**src/rtl/pipe_mem_arbiter.sv**
```systemverilog
// pipe_mem_arbiter: shares one memory port between IF fetch and MEM load/store, DM first.
// Define MEM_ARB_STATS_EN to build saturating stall-cycle counters on stat_*_wait_o.
module pipe_mem_arbiter #(
  parameter int ADDR_W = 32,
  parameter int DATA_W = 32
) (
  input  logic              clk_i,
  input  logic              rst_i,
  input  logic              if_req_i,
  input  logic [ADDR_W-1:0] if_addr_i,
  output logic [DATA_W-1:0] if_rdata_o,
  output logic              if_ready_o,
  input  logic              dm_req_i,
  input  logic              dm_we_i,
  input  logic [ADDR_W-1:0] dm_addr_i,
  input  logic [DATA_W-1:0] dm_wdata_i,
  output logic [DATA_W-1:0] dm_rdata_o,
  output logic              dm_ready_o,
  output logic              mem_req_o,
  output logic              mem_we_o,
  output logic [ADDR_W-1:0] mem_addr_o,
  output logic [DATA_W-1:0] mem_wdata_o,
  input  logic [DATA_W-1:0] mem_rdata_i,
  input  logic              mem_ack_i,
  output logic              stall_if_o,
  output logic              stall_mem_o,
  output logic [31:0]       stat_if_wait_o,
  output logic [31:0]       stat_dm_wait_o
);

  typedef enum logic [1:0] {IDLE, GNT_IF, GNT_DM} state_t;

  state_t            r_state;
  state_t            w_next;
  logic              r_if_ready;
  logic              r_dm_ready;
  logic [DATA_W-1:0] r_if_rdata;
  logic [DATA_W-1:0] r_dm_rdata;
  logic              r_mem_we;
  logic [ADDR_W-1:0] r_mem_addr;
  logic [DATA_W-1:0] r_mem_wdata;
  logic              w_if_elig;
  logic              w_dm_elig;
  logic              w_grant_if;
  logic              w_grant_dm;
  logic              w_done_if;
  logic              w_done_dm;
  logic              w_mem_req;

  // A requester whose ready pulse is showing this cycle is not eligible again yet.
  assign w_if_elig = if_req_i & ~r_if_ready;
  assign w_dm_elig = dm_req_i & ~r_dm_ready;

  always_ff @(posedge clk_i or negedge rst_i) begin
    if (!rst_i) r_state <= IDLE;
    else        r_state <= w_next;
  end

  always_comb begin
    w_next = r_state;
    unique case (r_state)
      IDLE: begin
        if (w_dm_elig)      w_next = GNT_DM;
        else if (w_if_elig) w_next = GNT_IF;
      end
      GNT_IF, GNT_DM: if (mem_ack_i) w_next = IDLE;
      default: w_next = IDLE;
    endcase
  end

  always_comb begin
    w_mem_req  = (r_state == GNT_IF) || (r_state == GNT_DM);
    w_grant_dm = (r_state == IDLE) && w_dm_elig;
    w_grant_if = (r_state == IDLE) && !w_dm_elig && w_if_elig;
    w_done_if  = (r_state == GNT_IF) && mem_ack_i;
    w_done_dm  = (r_state == GNT_DM) && mem_ack_i;
  end

  // Fetches drive zero write data so the bus never carries stale store data.
  always_ff @(posedge clk_i or negedge rst_i) begin
    if (!rst_i) begin
      r_mem_we    <= 1'b0;
      r_mem_addr  <= '0;
      r_mem_wdata <= '0;
    end else if (w_grant_dm) begin
      r_mem_we    <= dm_we_i;
      r_mem_addr  <= dm_addr_i;
      r_mem_wdata <= dm_wdata_i;
    end else if (w_grant_if) begin
      r_mem_we    <= 1'b0;
      r_mem_addr  <= if_addr_i;
      r_mem_wdata <= '0;
    end
  end

  always_ff @(posedge clk_i or negedge rst_i) begin
    if (!rst_i) begin
      r_if_ready <= 1'b0;
      r_dm_ready <= 1'b0;
      r_if_rdata <= '0;
      r_dm_rdata <= '0;
    end else begin
      r_if_ready <= w_done_if;
      r_dm_ready <= w_done_dm;
      if (w_done_if)              r_if_rdata <= mem_rdata_i;
      if (w_done_dm && !r_mem_we) r_dm_rdata <= mem_rdata_i;
    end
  end

  assign if_ready_o  = r_if_ready;
  assign dm_ready_o  = r_dm_ready;
  assign if_rdata_o  = r_if_rdata;
  assign dm_rdata_o  = r_dm_rdata;
  assign mem_req_o   = w_mem_req;
  assign mem_we_o    = r_mem_we;
  assign mem_addr_o  = r_mem_addr;
  assign mem_wdata_o = r_mem_wdata;
  assign stall_if_o  = if_req_i & ~r_if_ready;
  assign stall_mem_o = dm_req_i & ~r_dm_ready;

`ifdef MEM_ARB_STATS_EN
  logic [31:0] r_stat_if_wait;
  logic [31:0] r_stat_dm_wait;

  always_ff @(posedge clk_i or negedge rst_i) begin
    if (!rst_i) begin
      r_stat_if_wait <= '0;
      r_stat_dm_wait <= '0;
    end else begin
      if (stall_if_o && (r_stat_if_wait != 32'hFFFF_FFFF))
        r_stat_if_wait <= r_stat_if_wait + 32'd1;
      if (stall_mem_o && (r_stat_dm_wait != 32'hFFFF_FFFF))
        r_stat_dm_wait <= r_stat_dm_wait + 32'd1;
    end
  end

  assign stat_if_wait_o = r_stat_if_wait;
  assign stat_dm_wait_o = r_stat_dm_wait;
`else
  assign stat_if_wait_o = 32'd0;
  assign stat_dm_wait_o = 32'd0;
`endif

endmodule

```
**config.mk**
```make
export PLATFORM = sky130hd
export DESIGN_NAME = pipe_mem_arbiter
export DESIGN_NICKNAME = d
export VERILOG_FILES = /design/src/rtl/pipe_mem_arbiter.sv
export SDC_FILE = /design/constraint.sdc
export NUM_CORES = 1
export LEC_CHECK = 0
export BUFFER_PORTS_ARGS = -buffer_cell sky130_fd_sc_hd__buf_4
export CORE_AREA = 3 3 129 131
export CTS_BUF_LIST = sky130_fd_sc_hd__clkbuf_4 sky130_fd_sc_hd__clkbuf_8
export DETAILED_ROUTE_END_ITERATION = 10
export DIE_AREA = 0 0 132 134
export GPL_ROUTABILITY_DRIVEN = 1
export PLACE_DENSITY_LB_ADDON = 0.25
export SYNTH_ARGS = -nofsm -noshare
export SYNTH_HDL_FRONTEND = slang
export SYNTH_SLANG_ARGS = --single-unit
```
**constraint.sdc**
```tcl
create_clock -name clk_i -period 3.58 [get_ports clk_i]
set_clock_uncertainty 0.2 [all_clocks]
set_input_delay 0.179 -clock clk_i [delete_from_list [all_inputs] [get_ports clk_i]]
set_output_delay 0.179 -clock clk_i [all_outputs]
set_load 0.1 [all_outputs]
```
==> summary by stage <==
Yosys
For this run, the number of Yosys warnings is 0. The post-synthesis instance area is 0.005685 mm². Synthesis handed over a netlist of 406 instances. For this run, the register share of the synthesized area comes to 58.54%. By instance count, the leading cell after synthesis is dfrtp_1. The distinct cell type count after synthesis is 24. The proportion of synthesized flip-flops having asynchronous set or reset is 100.0%. Counting flops with a built-in enable in the synthesized netlist gives 0.

Averaged over all synthesized cells, the footprint is 14.00 µm². The commonest cells after synthesis are 133 x dfrtp_1, 67 x buf_4, 52 x mux2_2. Counting flops and latches in the post-synthesis netlist gives 133.

The most used flip-flop cell after synthesis is dfrtp_1. The top cell type's share of synthesized area is 58.54%. By area the synthesized netlist is led by dfrtp_1 59%, mux2_2 10%, buf_4 8.8%, a221o_1 5.6%, a22o_1 5.1%. The biggest area contributor in the post-synthesis netlist is dfrtp_1.

Route
The number of nets still failing antenna checks after routing is 0. The first routing iteration left 153 violations. The wire length per cell is 17.12 µm. Before antenna repair, the detailed router went through 4 iterations. Dividing the detail-routed via count by the number of cells gives 4.525. For this block, the routed nets add up to 17.69 mm of wire.

The post-route DRC violation count is 0. The number of vias after detailed routing is 4,674.

Timing
The clock period minus worst slack is 2.997 ns. Setup violations remaining at the end of the flow were counted as 0. The sum of negative setup slack is 0 ns. The tightest hold path in the finished design has a slack of 0.1339 ns. The final number of hold-violating endpoints is 0. The max-slew violation total from the final report is 0. Measured against its own limit, the worst slew margin works out to 24.60%. The final critical path takes up 83.72% of the cycle. Setup repair after global routing left no endpoint under its margin.

The pin slew with the least headroom to its limit is 1.131 ns. The maximum operating frequency is 333.7 MHz.

Critical path
The worst setup path is captured at a register. The critical path class is register to register. The critical path depth is 6. The largest individual stage delay along the critical path comes from the cell and3b_2. The startpoint type of the worst setup path is a register. The required time of the critical path is 3.75 ns. Together, buffers and inverters on the worst path number 2.

The largest single stage delay on the critical path is 0.95 ns. The depth of the worst register-to-register path is 6. Along the worst path, the maximum fanout reaches 65. Data on the critical path arrives at its endpoint at 3.16 ns. In this design, the largest share of critical-path delay is due to simple AND/OR/NAND/NOR gates.

The endpoint identified for the worst register-to-register timing path is mem_addr_o[30]$_DFFE_PN0P_. The critical path goes through inv_1, ha_1, and3b_2, and2_1, a221o_1, dlygate4sd3_1. Across all register-to-register paths, the minimum setup slack is 0.58 ns. The reg-to-reg startpoint is r_state[1]$_DFFE_PN0P_.

Place
The detailed-placement wirelength estimate is 11.18 mm. Port buffering added 267 buffers. The final estimated routing congestion in global placement is 0.7623.

Finish
From synthesis to final layout, the design area changed by 63.53%. At the end of the flow the core is filled with cells to 59.17%. The repair_antennas step left the layout with diodes totalling 0. The final-stage net count is 941. The share of final-layout standard cells stronger than drive strength 1 is 44.31%.

GRT
For this run, the total global-route usage over all layers was measured as 19.58%. The number of global-route vias before repair was 5,204. Entering global routing, the biggest net connects 92 pins. For this run the aggregate overflow at the end of global routing stands at 0. The first global-routing pass estimated 27.59 mm of wire.

The initial antenna violation count is 0.

Hold path
The worst hold path was traced through 4 stages. The beginning of the worst hold path is if_req_i. The path class of the tightest hold or removal check is input port to register. The destination of the worst hold path is r_state[1]$_DFFE_PN0P_.

Floorplan
The horizontal extent of the die is 132 µm. The floorplan die height is 134 µm. The floorplan has 46 rows.

The initial core utilization is 36.18%. The die covers 0.01769 mm². Pin placement for this block handled 332 I/O pins.

The area of the core region is 0.01571 mm².

Clocking
The clock tree buffer depth is 2. The clock network latency to the later pin of the worst-skew pair is 0.43 ns. The quantity of gates resized following cts is 0. The number of levels in the clock H-tree is 4. Clock tree synthesis found a total of 133 sinks.

TritonCTS created 17 clock buffers. The clock edge transition at the registers on the reported setup and hold paths is 0.08 ns. The clock tree from TritonCTS is done. The CTS root buffer is clkbuf_8.

Status
The flow ran to the end, and the final reports show no timing, DRC or antenna violations.

Run
The tool flagged a number of max-cap violations equal to 0.
-- area by class of cell --
type,instances,area (µm²)
Sequential cell,133,3328
Fill cell,1286,6415
Inverter,5,18.77
Tap cell,216,270.3
Timing Repair Buffer,405,3390
Clock inverter,14,127.6
Multi-Input combinational cell,242,1922
Clock buffer,18,241.5
-- per-layer routing --
metal / vias to the layer above / track usage (%) / routed length [µm]
met5: - / 0 / 0
met1: 2317 / 20.94 / 6568
met4: 0 / 6.418 / 275
met2: 214 / 35.63 / 9412
li1: 2118 / - / -
met3: 25 / 7.464 / 1428
-- cell usage in the layout, fill, tap and decap left out, types with 12 or more instances in the layout --
master,Yosys,final
a221o_1,32,32
a22o_1,33,33
and2_1,33,33
buf_4,67,270
clkbuf_8,0,17
conb_1,1,64
dfrtp_1,133,133
dlygate4sd3_1,0,133
mux2_1,12,12
mux2_2,52,52
-- metrics by stage --
step	area [µm²]	worst slack (ns)	std cells
after floorplan	5922	1.074	469
after global placement	7597	1.291	868
after detailed placement	7597	1.184	868
after CTS	9298	0.6259	1033
after global routing	9298	0.4274	1033
final	9298	0.5829	1033
-- how the worst max path moves through the flow --
stage,startpoint,slack (ns),end
after floorplan,if_ready_o$_DFF_PN0_,1.07,mem_addr_o[11]$_DFFE_PN0P_
after global placement,r_state[1]$_DFFE_PN0P_,1.29,mem_addr_o[10]$_DFFE_PN0P_
after global routing,r_state[1]$_DFFE_PN0P_,0.43,mem_addr_o[30]$_DFFE_PN0P_
final,r_state[1]$_DFFE_PN0P_,0.58,mem_addr_o[30]$_DFFE_PN0P_
after detailed placement,r_state[1]$_DFFE_PN0P_,1.18,mem_addr_o[23]$_DFFE_PN0P_
after CTS,r_state[1]$_DFFE_PN0P_,0.63,mem_addr_o[4]$_DFFE_PN0P_
-- registers in the layout, indices dropped and copies added, names as in the netlist --
signal and count:
dm_rdata_o 32, dm_ready_o 1, if_rdata_o 32, if_ready_o 1, mem_addr_o 32, mem_wdata_o 32
mem_we_o 1, r_state 2
-- logic make-up after synthesis --
group	count (synthesis)	synth area share, %
simple gates	41	4.732
other cells	1	0.06596
fa+ha+maj	3	0.6603
compound gates	70	11.25
mux	64	12.68
flops	133	58.54
buf+inv	94	12.08
-- repair_timing --
item / CTS / global route
setup buffers: 0 / 0
hold buffers: 133 / 0
hold endpoints to repair: 221 / 0
-- worst register-to-register path, delay by kind of cell (launching register included) --
family          cells  cell delay (ns)
compound gates      1             0.13
flops               1             0.39
buf+inv             2             0.67
simple gates        2             1.27
fa+ha+maj           1             0.27
Power is left out: the tool's default activity adds up to more than one toggle a clock period on the data nets, which glitch-free logic cannot reach.
